### src/rtl/fp32_stream_argmax_pkg.sv
// Shared fp32 field positions, constants and FSM state encoding for the
// streaming argmax stage and its comparator.
package fp32_stream_argmax_pkg;

  localparam int FP32_W   = 32;
  localparam int SIGN_BIT = 31;
  localparam int EXP_MSB  = 30;
  localparam int EXP_LSB  = 23;
  localparam int MAN_MSB  = 22;

  localparam logic [FP32_W-1:0] FP32_POS_ZERO = 32'h0000_0000;
  localparam logic [FP32_W-1:0] FP32_NEG_INF  = 32'hFF80_0000;

  typedef enum logic [1:0] {
    S_FIRST = 2'd0,
    S_ACC   = 2'd1,
    S_OUT   = 2'd2
  } state_t;

endpackage

### src/rtl/IEEE754_comparator.sv
// Combinational fp32 A >= B using sign-magnitude ordering; NaNs are ranked
// purely by bit pattern, and +0 ranks above -0.
module IEEE754_comparator
  import fp32_stream_argmax_pkg::*;
(
  input  logic [FP32_W-1:0] i_a,
  input  logic [FP32_W-1:0] i_b,
  output logic              o_ge
);

  logic              w_sign_a;
  logic              w_sign_b;
  logic [EXP_MSB:0]  w_mag_a;
  logic [EXP_MSB:0]  w_mag_b;

  assign w_sign_a = i_a[SIGN_BIT];
  assign w_sign_b = i_b[SIGN_BIT];
  assign w_mag_a  = i_a[EXP_MSB:0];
  assign w_mag_b  = i_b[EXP_MSB:0];

  always_comb begin
    o_ge = 1'b0;
    if (w_sign_a != w_sign_b) begin
      o_ge = !w_sign_a;
    end else if (!w_sign_a) begin
      o_ge = (w_mag_a >= w_mag_b);
    end else begin
      // Both negative: the larger magnitude is the smaller number.
      o_ge = (w_mag_a <= w_mag_b);
    end
  end

endmodule

### src/rtl/fp32_stream_argmax.sv
// Framed fp32 stream reduction: tracks running max and its beat index, then
// emits one result beat per frame (force-closed at MAX_LEN beats).
module fp32_stream_argmax
  import fp32_stream_argmax_pkg::*;
#(
  parameter int MAX_LEN = 64,
  parameter int IDX_W   = $clog2(MAX_LEN)
) (
  input  logic              clk,
  input  logic              rst,
  input  logic              s_valid,
  output logic              s_ready,
  input  logic [FP32_W-1:0] s_data,
  input  logic              s_last,
  output logic              m_valid,
  input  logic              m_ready,
  output logic [FP32_W-1:0] m_max,
  output logic [IDX_W-1:0]  m_index,
  output logic [IDX_W:0]    m_len,
  output logic              m_trunc,
  output logic [1:0]        o_dbg_state
);

  localparam int LEN_W = IDX_W + 1;
  localparam logic [LEN_W-1:0] LEN_LIMIT = LEN_W'(MAX_LEN);

  state_t            r_state;
  logic [FP32_W-1:0] r_max;
  logic [IDX_W-1:0]  r_idx;
  logic [LEN_W-1:0]  r_cnt;
  logic              r_trunc;

  logic w_accept;
  logic w_ge;
  logic w_update;
  logic w_at_limit;

  // Handshakes: a beat transfers on any rising edge where valid && ready.
  // The source holds valid/data/last stable until that edge; s_ready is low
  // only while a result is pending, and m_valid holds its beat until m_ready.
  assign s_ready     = (r_state != S_OUT);
  assign m_valid     = (r_state == S_OUT);
  assign w_accept    = s_valid && s_ready;
  assign m_max       = r_max;
  assign m_index     = r_idx;
  assign m_len       = r_cnt;
  assign m_trunc     = r_trunc;
  assign o_dbg_state = r_state;

  IEEE754_comparator u_cmp (
    .i_a  (s_data),
    .i_b  (r_max),
    .o_ge (w_ge)
  );

  // Strictly greater only, so the earliest of equal values keeps its index.
  assign w_update   = w_ge && (s_data != r_max);
  assign w_at_limit = ((r_cnt + 1'b1) == LEN_LIMIT);

  always_ff @(posedge clk or posedge rst) begin
    if (rst) begin
      r_state <= S_FIRST;
      r_max   <= '0;
      r_idx   <= '0;
      r_cnt   <= '0;
      r_trunc <= 1'b0;
    end else begin
      case (r_state)
        S_FIRST: begin
          if (w_accept) begin
            r_max <= s_data;
            r_idx <= '0;
            r_cnt <= LEN_W'(1);
            if (s_last || (MAX_LEN == 1)) begin
              r_state <= S_OUT;
              r_trunc <= !s_last;
            end else begin
              r_state <= S_ACC;
            end
          end
        end
        S_ACC: begin
          if (w_accept) begin
            r_cnt <= r_cnt + 1'b1;
            if (w_update) begin
              r_max <= s_data;
              r_idx <= r_cnt[IDX_W-1:0];
            end
            if (s_last || w_at_limit) begin
              r_state <= S_OUT;
              r_trunc <= !s_last;
            end
          end
        end
        S_OUT: begin
          if (m_ready) begin
            r_state <= S_FIRST;
            r_trunc <= 1'b0;
          end
        end
        default: r_state <= S_FIRST;
      endcase
    end
  end

endmodule

### config.mk
export PLATFORM = sky130hd
export DESIGN_NAME = fp32_stream_argmax
export DESIGN_NICKNAME = d
export VERILOG_FILES = /design/src/rtl/fp32_stream_argmax_pkg.sv /design/src/rtl/IEEE754_comparator.sv /design/src/rtl/fp32_stream_argmax.sv
export SDC_FILE = /design/constraint.sdc
export NUM_CORES = 1
export LEC_CHECK = 0
export ABC_AREA = 1
export BUFFER_PORTS_ARGS = -buffer_cell sky130_fd_sc_hd__buf_4
export CORE_MARGIN = 8
export CORE_UTILIZATION = 25
export DETAILED_ROUTE_END_ITERATION = 12
export PLACE_DENSITY = 0.53
export SKIP_CTS_REPAIR_TIMING = 1
export SYNTH_ARGS = -nofsm -noshare
export SYNTH_HDL_FRONTEND = slang
export SYNTH_SLANG_ARGS = --single-unit
### constraint.sdc
create_clock -name clk -period 2.2 [get_ports clk]
set_clock_uncertainty 0.15 [all_clocks]
set_input_delay 0.33 -clock clk [delete_from_list [all_inputs] [get_ports clk]]
set_output_delay 0.33 -clock clk [all_outputs]
set_load 0.005 [all_outputs]
==> qor.csv, run 1 <==
metric,value,unit
# fillers,1234,
# diodes,0,
initial DRC count,85,
final hold slack,0.1299,ns
vias in the first global route,2990,
outcome,finished with violations,
worst path cell trace,inv_1 > ha_4 > nand2_4 > nor2_4 > nand4_1 > nor2_2 > nand2_1 > nand2_1 > nand2_2 > nand2_2 > nand2_2 > nand2_4 > nand2_8 > clkbuf_16 > nand2_2 > nand2_1,
total track usage,11.27,%
Worst Path Buf+Inv,2,
RSZ-0062 raised after global routing,yes,
CP arrival,2.32,ns
TritonCTS Sinks,48,
CP required,2.23,ns
GP Congestion,0.7926,
H-tree levels,2,
WHS Endpoint,m_max[5]$_DFFE_PP0P_,
Initial Util,25.34,%
reg-to-reg endpoint,m_max[1]$_DFFE_PP0P_,
wire length per cell,13.81,µm
Inserted Clock Buffers,5,
largest net degree at the start of global routing,29,
power per cell area,1261,mW/mm²
TNS Setup,-2.671,ns
Fmax achieved,0.4365,GHz
final worst-path setup slack,-0.09074,ns
grt total ovfl,0,
fin area,0.004695,mm²
Placed Cells incl. Taps,656,
max-slew violation count,0,
Final ANT Viol Nets,0,
Clock transition at path regs,0.07,ns
detailed-route DRC error count,0,
row count,40,
"commonest non-fill, non-tap cell in the layout",buf_4,
Worst-Skew Late Latency,0.29,ns
r2r worst-path depth,16,
maxcap violations,0,
Critical R2R Launch,m_max[27]$_DFFE_PP0P_,
total power,5.920,mW
Max-slew headroom,65.89,%
Crit path largest cell delay,0.35,ns
Post-DP HPWL,6818,µm
share of layout cells above drive strength 1,39.43,%
peak supply drop,0.4112,mV
violated checks,setup timing,
measured slew at the worst slew-check pin,0.5109,ns
vias per std cell,4.412,
final setup fails,38,
syn_area_per_cell,7.564,µm²
Setup CP Type,reg2reg,
cell mode on critical path,nand2_2,
num ports,87,
pre-CTS setup slack,-0.2117,ns
final net count,601,
Vias,2987,
CTS tree,built,
Hold Fails Final Rpt,0,
fin cells,677,
leakage,2.578,nW
crit share post-route,104.1,%
Die Width,125.9,µm
synthesized cell area,0.003018,mm²
Ys Warns,0,
worst reg-to-reg setup slack,-0.09,ns
placed inst area,0.004089,mm²
cell count after synthesis,399,
first-pass GRT wire length,14590,µm
die area,0.01584,mm²
port buffer count,86,
Yosys reg bits,48,
routed wire length,9348,µm
Crit Path Max Fanout,6,
slowest CP cell,dfrtp_1,
crit start category,register,
"Seq/Total Area, Yosys",39.80,%
Finished Core Util,39.41,%
post-synthesis cell type count,23,
initial antenna violation count,0,
Root Driver,clkbuf_16,
clk buf depth,2,
hold_sp,s_data[5],
P&R area growth vs syn,55.56,%
Tmin final,2.291,ns
min-delay worst type,in2reg,
die height,125.9,µm
Syn Nets,471,
Setup crit end kind,register,
crit-path leading delay family,simple AND/OR/NAND/NOR gates,
core box area,0.01191,mm²
Detailed Routing Iterations Pass 1,4,
Hold Crit Depth,3,
"commonest non-fill, non-tap cells in the layout","buf_4, nand2_1, inv_1",
## sequential cells by signal (all words and copies together) (netlist names)
| name | flops |
|---|---|
| o_dbg_state | 2 |
| m_len | 7 |
| m_max | 32 |
| m_trunc | 1 |
| m_index | 6 |
## report_power, final
part | internal, mW | total (mW) | switching, mW
logic | 1.81 | 3.55 | 1.74
clock network | 0.535 | 0.894 | 0.359
registers | 1.22 | 1.48 | 0.257
## per-layer routing
layer / routed length (µm) / global-route usage, %
met3: 650 / 4.051
met5: 0 / 0
met4: 69 / 2.477
met1: 4152 / 13.51
met2: 4475 / 18.94
## Yosys cell counts, drive strengths merged
cell type	number	area, µm²
a21o	2	15.01
a21oi	11	55.05
a22o	1	8.760
buf	8	58.80
clkbuf	4	15.01
dfrtp	48	1201
ha	35	437.9
inv	64	240.2
nand2	146	565.5
nand3	41	205.2
nand3b	1	7.510
nand4	8	50.05
nor2	16	65.06
nor3	1	5.000
o21ai	5	25.02
o22ai	2	12.51
o41ai	1	8.760
or2	1	6.260
xor2	4	35.03
## worst register-to-register path: stages, from the launching register on
cell and delay [ns]:
dfrtp_1 0.35, inv_1 0.07, ha_4 0.28, nand2_4 0.05
nor2_4 0.11, nand4_1 0.16, nor2_2 0.18, nand2_1 0.08
nand2_1 0.07, nand2_2 0.05, nand2_2 0.08, nand2_2 0.07
nand2_4 0.10, nand2_8 0.10, clkbuf_16 0.19, nand2_2 0.05
nand2_1 0.05
## how the worst max path moves through the flow
| stage | depth (start not counted) | slack, ns | start | endpoint |
|---|---|---|---|---|
| 3_5_place_dp | 15 | -0.21 | s_data[30] | m_max[9]$_DFFE_PP0P_ |
| 6_report | 16 | -0.09 | m_max[27]$_DFFE_PP0P_ | m_max[1]$_DFFE_PP0P_ |
| 4_1_cts | 15 | -0.15 | m_max[30]$_DFFE_PP0P_ | m_max[9]$_DFFE_PP0P_ |
| 5_1_grt | 16 | -0.27 | m_max[27]$_DFFE_PP0P_ | m_max[1]$_DFFE_PP0P_ |
| 3_3_place_gp | 15 | -0.19 | s_data[30] | m_max[31]$_DFFE_PP0P_ |
| 2_1_floorplan | 19 | 0.04 | m_max[14]$_DFFE_PP0P_ | m_max[0]$_DFFE_PP0P_ |
## final cells by class
type	count	area, µm²	area share [%]
Clock inverter	3	42.54	0.9062
Sequential cell	48	1202	25.61
Inverter	64	240.2	5.117
Timing Repair Buffer	135	1117	23.80
Multi-Input combinational cell	275	1783	37.98
Tap cell	147	183.9	3.918
Clock buffer	5	125.1	2.665
## kinds of logic after synthesis
kind of cell,Yosys count,share of synthesized area (%)
compound gates,22,4.146
xor+xnor,4,1.161
fa+ha+maj,35,14.51
buf+inv,76,10.41
flops,48,39.80
simple gates,214,29.98
Note: power is estimated with default switching activity, not from simulation.
==> run 2, diff against run 1 <==
--- a/config.mk
+++ b/config.mk
@@ -10,7 +10,7 @@
 export CORE_MARGIN = 8
 export CORE_UTILIZATION = 25
 export DETAILED_ROUTE_END_ITERATION = 12
-export PLACE_DENSITY = 0.53
+export PLACE_DENSITY_LB_ADDON = 0.2
 export SKIP_CTS_REPAIR_TIMING = 1
 export SYNTH_ARGS = -nofsm -noshare
 export SYNTH_HDL_FRONTEND = slang
==> qor.csv, run 2 (synthesis gave the netlist of run 1 again) <==
metric,value,unit,change
share of layout cells above drive strength 1,35.39,%,-4.0 points
Inserted Clock Buffers,5,,unchanged
leakage,2.571,nW,-0.23%
crit start category,register,,
total power,5.693,mW,-3.8%
final setup fails,38,,unchanged
slowest CP cell,dfrtp_1,,
Crit path largest cell delay,0.35,ns,about the same
# diodes,0,,unchanged
detailed-route DRC error count,0,,unchanged
crit share post-route,104.1,%,about the same
Final ANT Viol Nets,0,,unchanged
CP arrival,2.32,ns,about the same
fin cells,681,,+0.59%
clk buf depth,2,,unchanged
TritonCTS Sinks,48,,unchanged
die area,0.01584,mm²,unchanged
reg-to-reg endpoint,m_max[7]$_DFFE_PP0P_,,
min-delay worst type,in2reg,,
final net count,605,,+0.67%
Setup crit end kind,register,,
measured slew at the worst slew-check pin,0.4671,ns,-0.04381 ns
maxcap violations,0,,unchanged
Hold Fails Final Rpt,0,,unchanged
Hold Crit Depth,3,,unchanged
wire length per cell,13.36,µm,-3.2%
max-slew violation count,0,,unchanged
Worst Path Buf+Inv,2,,unchanged
grt total ovfl,0,,unchanged
Setup CP Type,reg2reg,,
CTS tree,built,,
Fmax achieved,0.4366,GHz,about the same
core box area,0.01191,mm²,unchanged
H-tree levels,2,,unchanged
Die Width,125.9,µm,unchanged
vias in the first global route,3004,,+0.47%
port buffer count,86,,unchanged
Crit. Startpoint,m_max[27]$_DFFE_PP0P_,,
Post-DP HPWL,6813,µm,about the same
Max-slew headroom,68.81,%,+2.9 points
RSZ-0062 raised after global routing,yes,,
worst reg-to-reg setup slack,-0.09,ns,about the same
Tmin final,2.290,ns,-0.0004532 ns
final worst-path setup slack,-0.09029,ns,+0.0004532 ns
outcome,finished with violations,,
violated checks,setup timing,,
die height,125.9,µm,unchanged
total track usage,11.30,%,+0.026 points
cell mode on critical path,nand2_1,,
TNS Setup,-2.897,ns,-0.2257 ns
Critical Path End,m_max[7]$_DFFE_PP0P_,,
Crit Path Max Fanout,9,,+3
initial antenna violation count,0,,unchanged
Root Driver,clkbuf_16,,
Initial Util,25.34,%,unchanged
crit-path leading delay family,simple AND/OR/NAND/NOR gates,,
vias per std cell,4.294,,-2.7%
num ports,87,,unchanged
# fillers,1256,,+1.8%
Crit path depth,16,,unchanged
GP Congestion,0.7736,,-2.4%
Vias,2924,,-2.1%
Worst-Skew Late Latency,0.29,ns,about the same
peak supply drop,0.4299,mV,+4.5%
"commonest non-fill, non-tap cells in the layout","buf_4, nand2_1, inv_1",,
power per cell area,1237,mW/mm²,-1.9%
row count,40,,unchanged
Clock transition at path regs,0.07,ns,about the same
"commonest non-fill, non-tap cell in the layout",buf_4,,
Finished Core Util,38.65,%,-0.77 points
Critical R2R Launch,m_max[27]$_DFFE_PP0P_,,
pre-CTS setup slack,-0.2197,ns,-0.008022 ns
P&R area growth vs syn,52.53,%,
r2r worst-path depth,16,,unchanged
largest net degree at the start of global routing,31,,+6.9%
CP required,2.23,ns,about the same
initial DRC count,120,,+41%
worst path cell trace,inv_1 > ha_4 > nand2_2 > nor2_2 > nand4_1 > nor2_2 > nand2_1 > nand2_1 > nand2_1 > nand2_2 > nand2_2 > nand2_4 > nand2_8 > clkbuf_16 > nand2_1 > nand2_1,,
Placed Cells incl. Taps,666,,+1.5%
Detailed Routing Iterations Pass 1,4,,unchanged
first-pass GRT wire length,14610,µm,+0.14%
Largest register FFs,32,,unchanged
routed wire length,9100,µm,-2.7%
-- run 2: cell types whose count changed in the layout (fill, tap and decap cells not counted), moves of 3 or more --
cell	delta
ha_4	-3
nand2_4	-5
nand2_2	-14
buf_4	+5
nand2_1	+19
ha_1	+3
-- run 2: final cells by class --
type	instances	area [µm²]	share of cell area (%)
Clock inverter	3	42.54	0.9242
Clock buffer	5	125.1	2.718
Sequential cell	48	1202	26.12
Inverter	64	240.2	5.219
Timing Repair Buffer	139	1144	24.84
Tap cell	147	183.9	3.996
Multi-Input combinational cell	275	1665	36.18
-- run 2: worst min-delay path by stage --
| stage | startpoint | to | slack [ns] |
|---|---|---|---|
| 2_1_floorplan | m_trunc$_DFFE_PP0P_ | m_trunc$_DFFE_PP0P_ | 0.31 |
| 3_3_place_gp | rst | m_max[15]$_DFFE_PP0P_ | 0.24 |
| 3_5_place_dp | rst | m_max[20]$_DFFE_PP0P_ | 0.23 |
| 4_1_cts | rst | m_max[20]$_DFFE_PP0P_ | -0.08 |
| 5_1_grt | s_data[25] | m_max[25]$_DFFE_PP0P_ | 0.14 |
| 6_report | s_data[25] | m_max[25]$_DFFE_PP0P_ | 0.13 |
-- run 2: power by group --
part | internal (mW) | total (mW) | switching, mW
Clock | 0.535 | 0.886 | 0.351
Combinational | 1.72 | 3.37 | 1.65
Sequential | 1.22 | 1.44 | 0.218
-- run 2: per-layer routing --
layer  track usage [%]  wire (µm)  vias to the layer above
met3             3.207        462                        6
met5                 0          0                        -
li1                  -          -                     1521
met1             14.04       4195                     1338
met4             2.760         89                        0
met2             18.88       4353                       59
-- run 2: worst min-delay path, cell delays in order --
cell     delay (ns)
buf_4          0.09
nand3_1        0.06
nand2_1        0.06
-- run 2: through the flow --
step,hold WS [ns],cell area [µm²]
2_1_floorplan,0.3141,3018
3_3_place_gp,0.2358,4164
3_5_place_dp,0.2320,4164
4_1_cts,-0.08220,4332
5_1_grt,0.1362,4603
6_report,0.1292,4603
==> run 3, diff against run 2 <==
--- a/config.mk
+++ b/config.mk
@@ -6,11 +6,13 @@
 export NUM_CORES = 1
 export LEC_CHECK = 0
 export ABC_AREA = 1
-export BUFFER_PORTS_ARGS = -buffer_cell sky130_fd_sc_hd__buf_4
 export CORE_MARGIN = 8
 export CORE_UTILIZATION = 25
+export CTS_CLUSTER_DIAMETER = 150
 export DETAILED_ROUTE_END_ITERATION = 12
+export DONT_BUFFER_PORTS = 1
 export PLACE_DENSITY_LB_ADDON = 0.2
+export REMOVE_ABC_BUFFERS = 1
 export SKIP_CTS_REPAIR_TIMING = 1
 export SYNTH_ARGS = -nofsm -noshare
 export SYNTH_HDL_FRONTEND = slang
==> qor.csv, run 3 (synthesis gave the netlist of run 1 again) <==
metric,value,unit,change
CTS tree,built,,
die area,0.01584,mm²,unchanged
Die Width,125.9,µm,unchanged
violated checks,setup timing,,
Inserted Clock Buffers,5,,unchanged
Detailed Routing Iterations Pass 1,5,,+1
Root Driver,clkbuf_16,,
crit start category,register,,
vias in the first global route,2645,,-12%
Crit Path Max Fanout,35,,+26
worst reg-to-reg setup slack,-0.05,ns,+0.04 ns
Largest register FFs,32,,unchanged
wire length per cell,15.85,µm,+19%
max-slew violation count,0,,unchanged
Max-slew headroom,64.60,%,-4.2 points
min-delay worst type,in2reg,,
Setup CP Type,reg2reg,,
CP required,2.24,ns,about the same
Hold Fails Final Rpt,0,,unchanged
power per cell area,1342,mW/mm²,+8.5%
Final ANT Viol Nets,0,,unchanged
share of layout cells above drive strength 1,29.93,%,-5.5 points
num ports,87,,unchanged
Post-DP HPWL,6575,µm,-3.5%
initial DRC count,129,,+7.5%
Tmin final,2.252,ns,-0.03794 ns
leakage,2.180,nW,-15%
grt total ovfl,0,,unchanged
Worst Path Buf+Inv,5,,+3
routed wire length,9480,µm,+4.2%
clk buf depth,2,,unchanged
fin area,0.004170,mm²,-9.4%
TritonCTS Sinks,48,,unchanged
GP Congestion,0.7544,,-2.5%
Hold Crit Depth,2,,-1
# diodes,0,,unchanged
Vias,2648,,-9.4%
Clock transition at path regs,0.07,ns,about the same
RSZ-0062 raised after global routing,yes,,
"commonest non-fill, non-tap cells in the layout","nand2_1, inv_1, dfrtp_1",,
largest net degree at the start of global routing,36,,+16%
core box area,0.01191,mm²,unchanged
outcome,finished with violations,,
slowest CP cell,dfrtp_1,,
detailed-route DRC error count,0,,unchanged
crit-path leading delay family,simple AND/OR/NAND/NOR gates,,
r2r worst-path depth,16,,unchanged
crit share post-route,102.4,%,-1.7 points
worst path cell trace,inv_2 > ha_4 > nand2_2 > nor2_4 > inv_2 > nor2_4 > buf_4 > buf_4 > nand3b_1 > nand2_1 > nand2_2 > nand2_2 > nand2_4 > buf_12 > nand3_1 > nand2_2,,
peak supply drop,0.4303,mV,about the same
P&R area growth vs syn,38.18,%,
final net count,522,,-14%
first-pass GRT wire length,13910,µm,-4.8%
CP arrival,2.29,ns,-0.03 ns
final worst-path setup slack,-0.05235,ns,+0.03794 ns
H-tree levels,2,,unchanged
maxcap violations,0,,unchanged
TNS Setup,-1.254,ns,+1.643 ns
Crit path largest cell delay,0.37,ns,+0.02 ns
Crit path depth,16,,unchanged
die height,125.9,µm,unchanged
Initial Util,25.34,%,unchanged
row count,40,,unchanged
port buffer count,0,,-100%
Fmax achieved,0.4440,GHz,+1.7%
Setup crit end kind,register,,
final setup fails,38,,unchanged
cell mode on critical path,nand2_2,,
initial antenna violation count,0,,unchanged
vias per std cell,4.428,,+3.1%
Worst-Skew Late Latency,0.30,ns,about the same
Finished Core Util,35.01,%,-3.6 points
placed inst area,0.003531,mm²,-15%
measured slew at the worst slew-check pin,0.5302,ns,+0.06308 ns
total track usage,11.19,%,-0.10 points
"commonest non-fill, non-tap cell in the layout",nand2_1,,
-- run 3: cell count changes in the layout (fill, tap and decap cells not counted), sizes merged --
cell / before / now
buf: 135 / 52
-- run 3: power breakdown --
group / internal [mW] / total [mW] / switching, mW
combinational: 1.52 / 3.25 / 1.73
sequential: 1.22 / 1.44 / 0.220
clock: 0.535 / 0.907 / 0.372
-- run 3: metrics by stage --
stage / power (mW) / instances / hold WS (ns) / setup slack, ns
global route: 6.144 / 598 / 0.009983 / -0.2220
detailed placement: 4.009 / 580 / 0.1488 / -0.1210
global placement: 3.978 / 580 / 0.1363 / -0.1044
finish: 5.596 / 598 / 0.01866 / -0.05235
floorplan: 2.853 / 387 / 0.3141 / -1.057
CTS: 4.952 / 588 / -0.1801 / -0.1388
-- run 3: worst paths after layout --
path	to	from
worst max-delay path	m_max[6]$_DFFE_PP0P_	m_max[12]$_DFFE_PP0P_
max in group asynchronous	m_index[1]$_DFFE_PP0P_	rst
worst min-delay path	m_max[23]$_DFFE_PP0P_	s_data[23]
min in group asynchronous	m_max[14]$_DFFE_PP0P_	rst
worst min register to register	m_trunc$_DFFE_PP0P_	m_trunc$_DFFE_PP0P_
worst max register to register	m_max[6]$_DFFE_PP0P_	m_max[12]$_DFFE_PP0P_
-- run 3: final cells by class --
| cell class | count | area (µm²) |
|---|---|---|
| flip-flops and latches | 48 | 1201 |
| well taps | 147 | 183.9 |
| clock inverters | 3 | 42.54 |
| inverters | 64 | 240.2 |
| multi-input cells | 275 | 1848 |
| fillers | 1254 | 7741 |
| clock buffers | 5 | 125.1 |
| repair buffers | 56 | 529.3 |
-- run 3: metal layers --
metal  GRT usage (%)  wire (µm)  vias up  part of all wire [%]
li1                -          -     1357                     -
met1           13.19       4306     1220                    45
met2           18.05       4251       64                    45
met3           5.316        821        7                   8.7
met4           2.619        100        0                   1.1
met5               0          0        -                     0
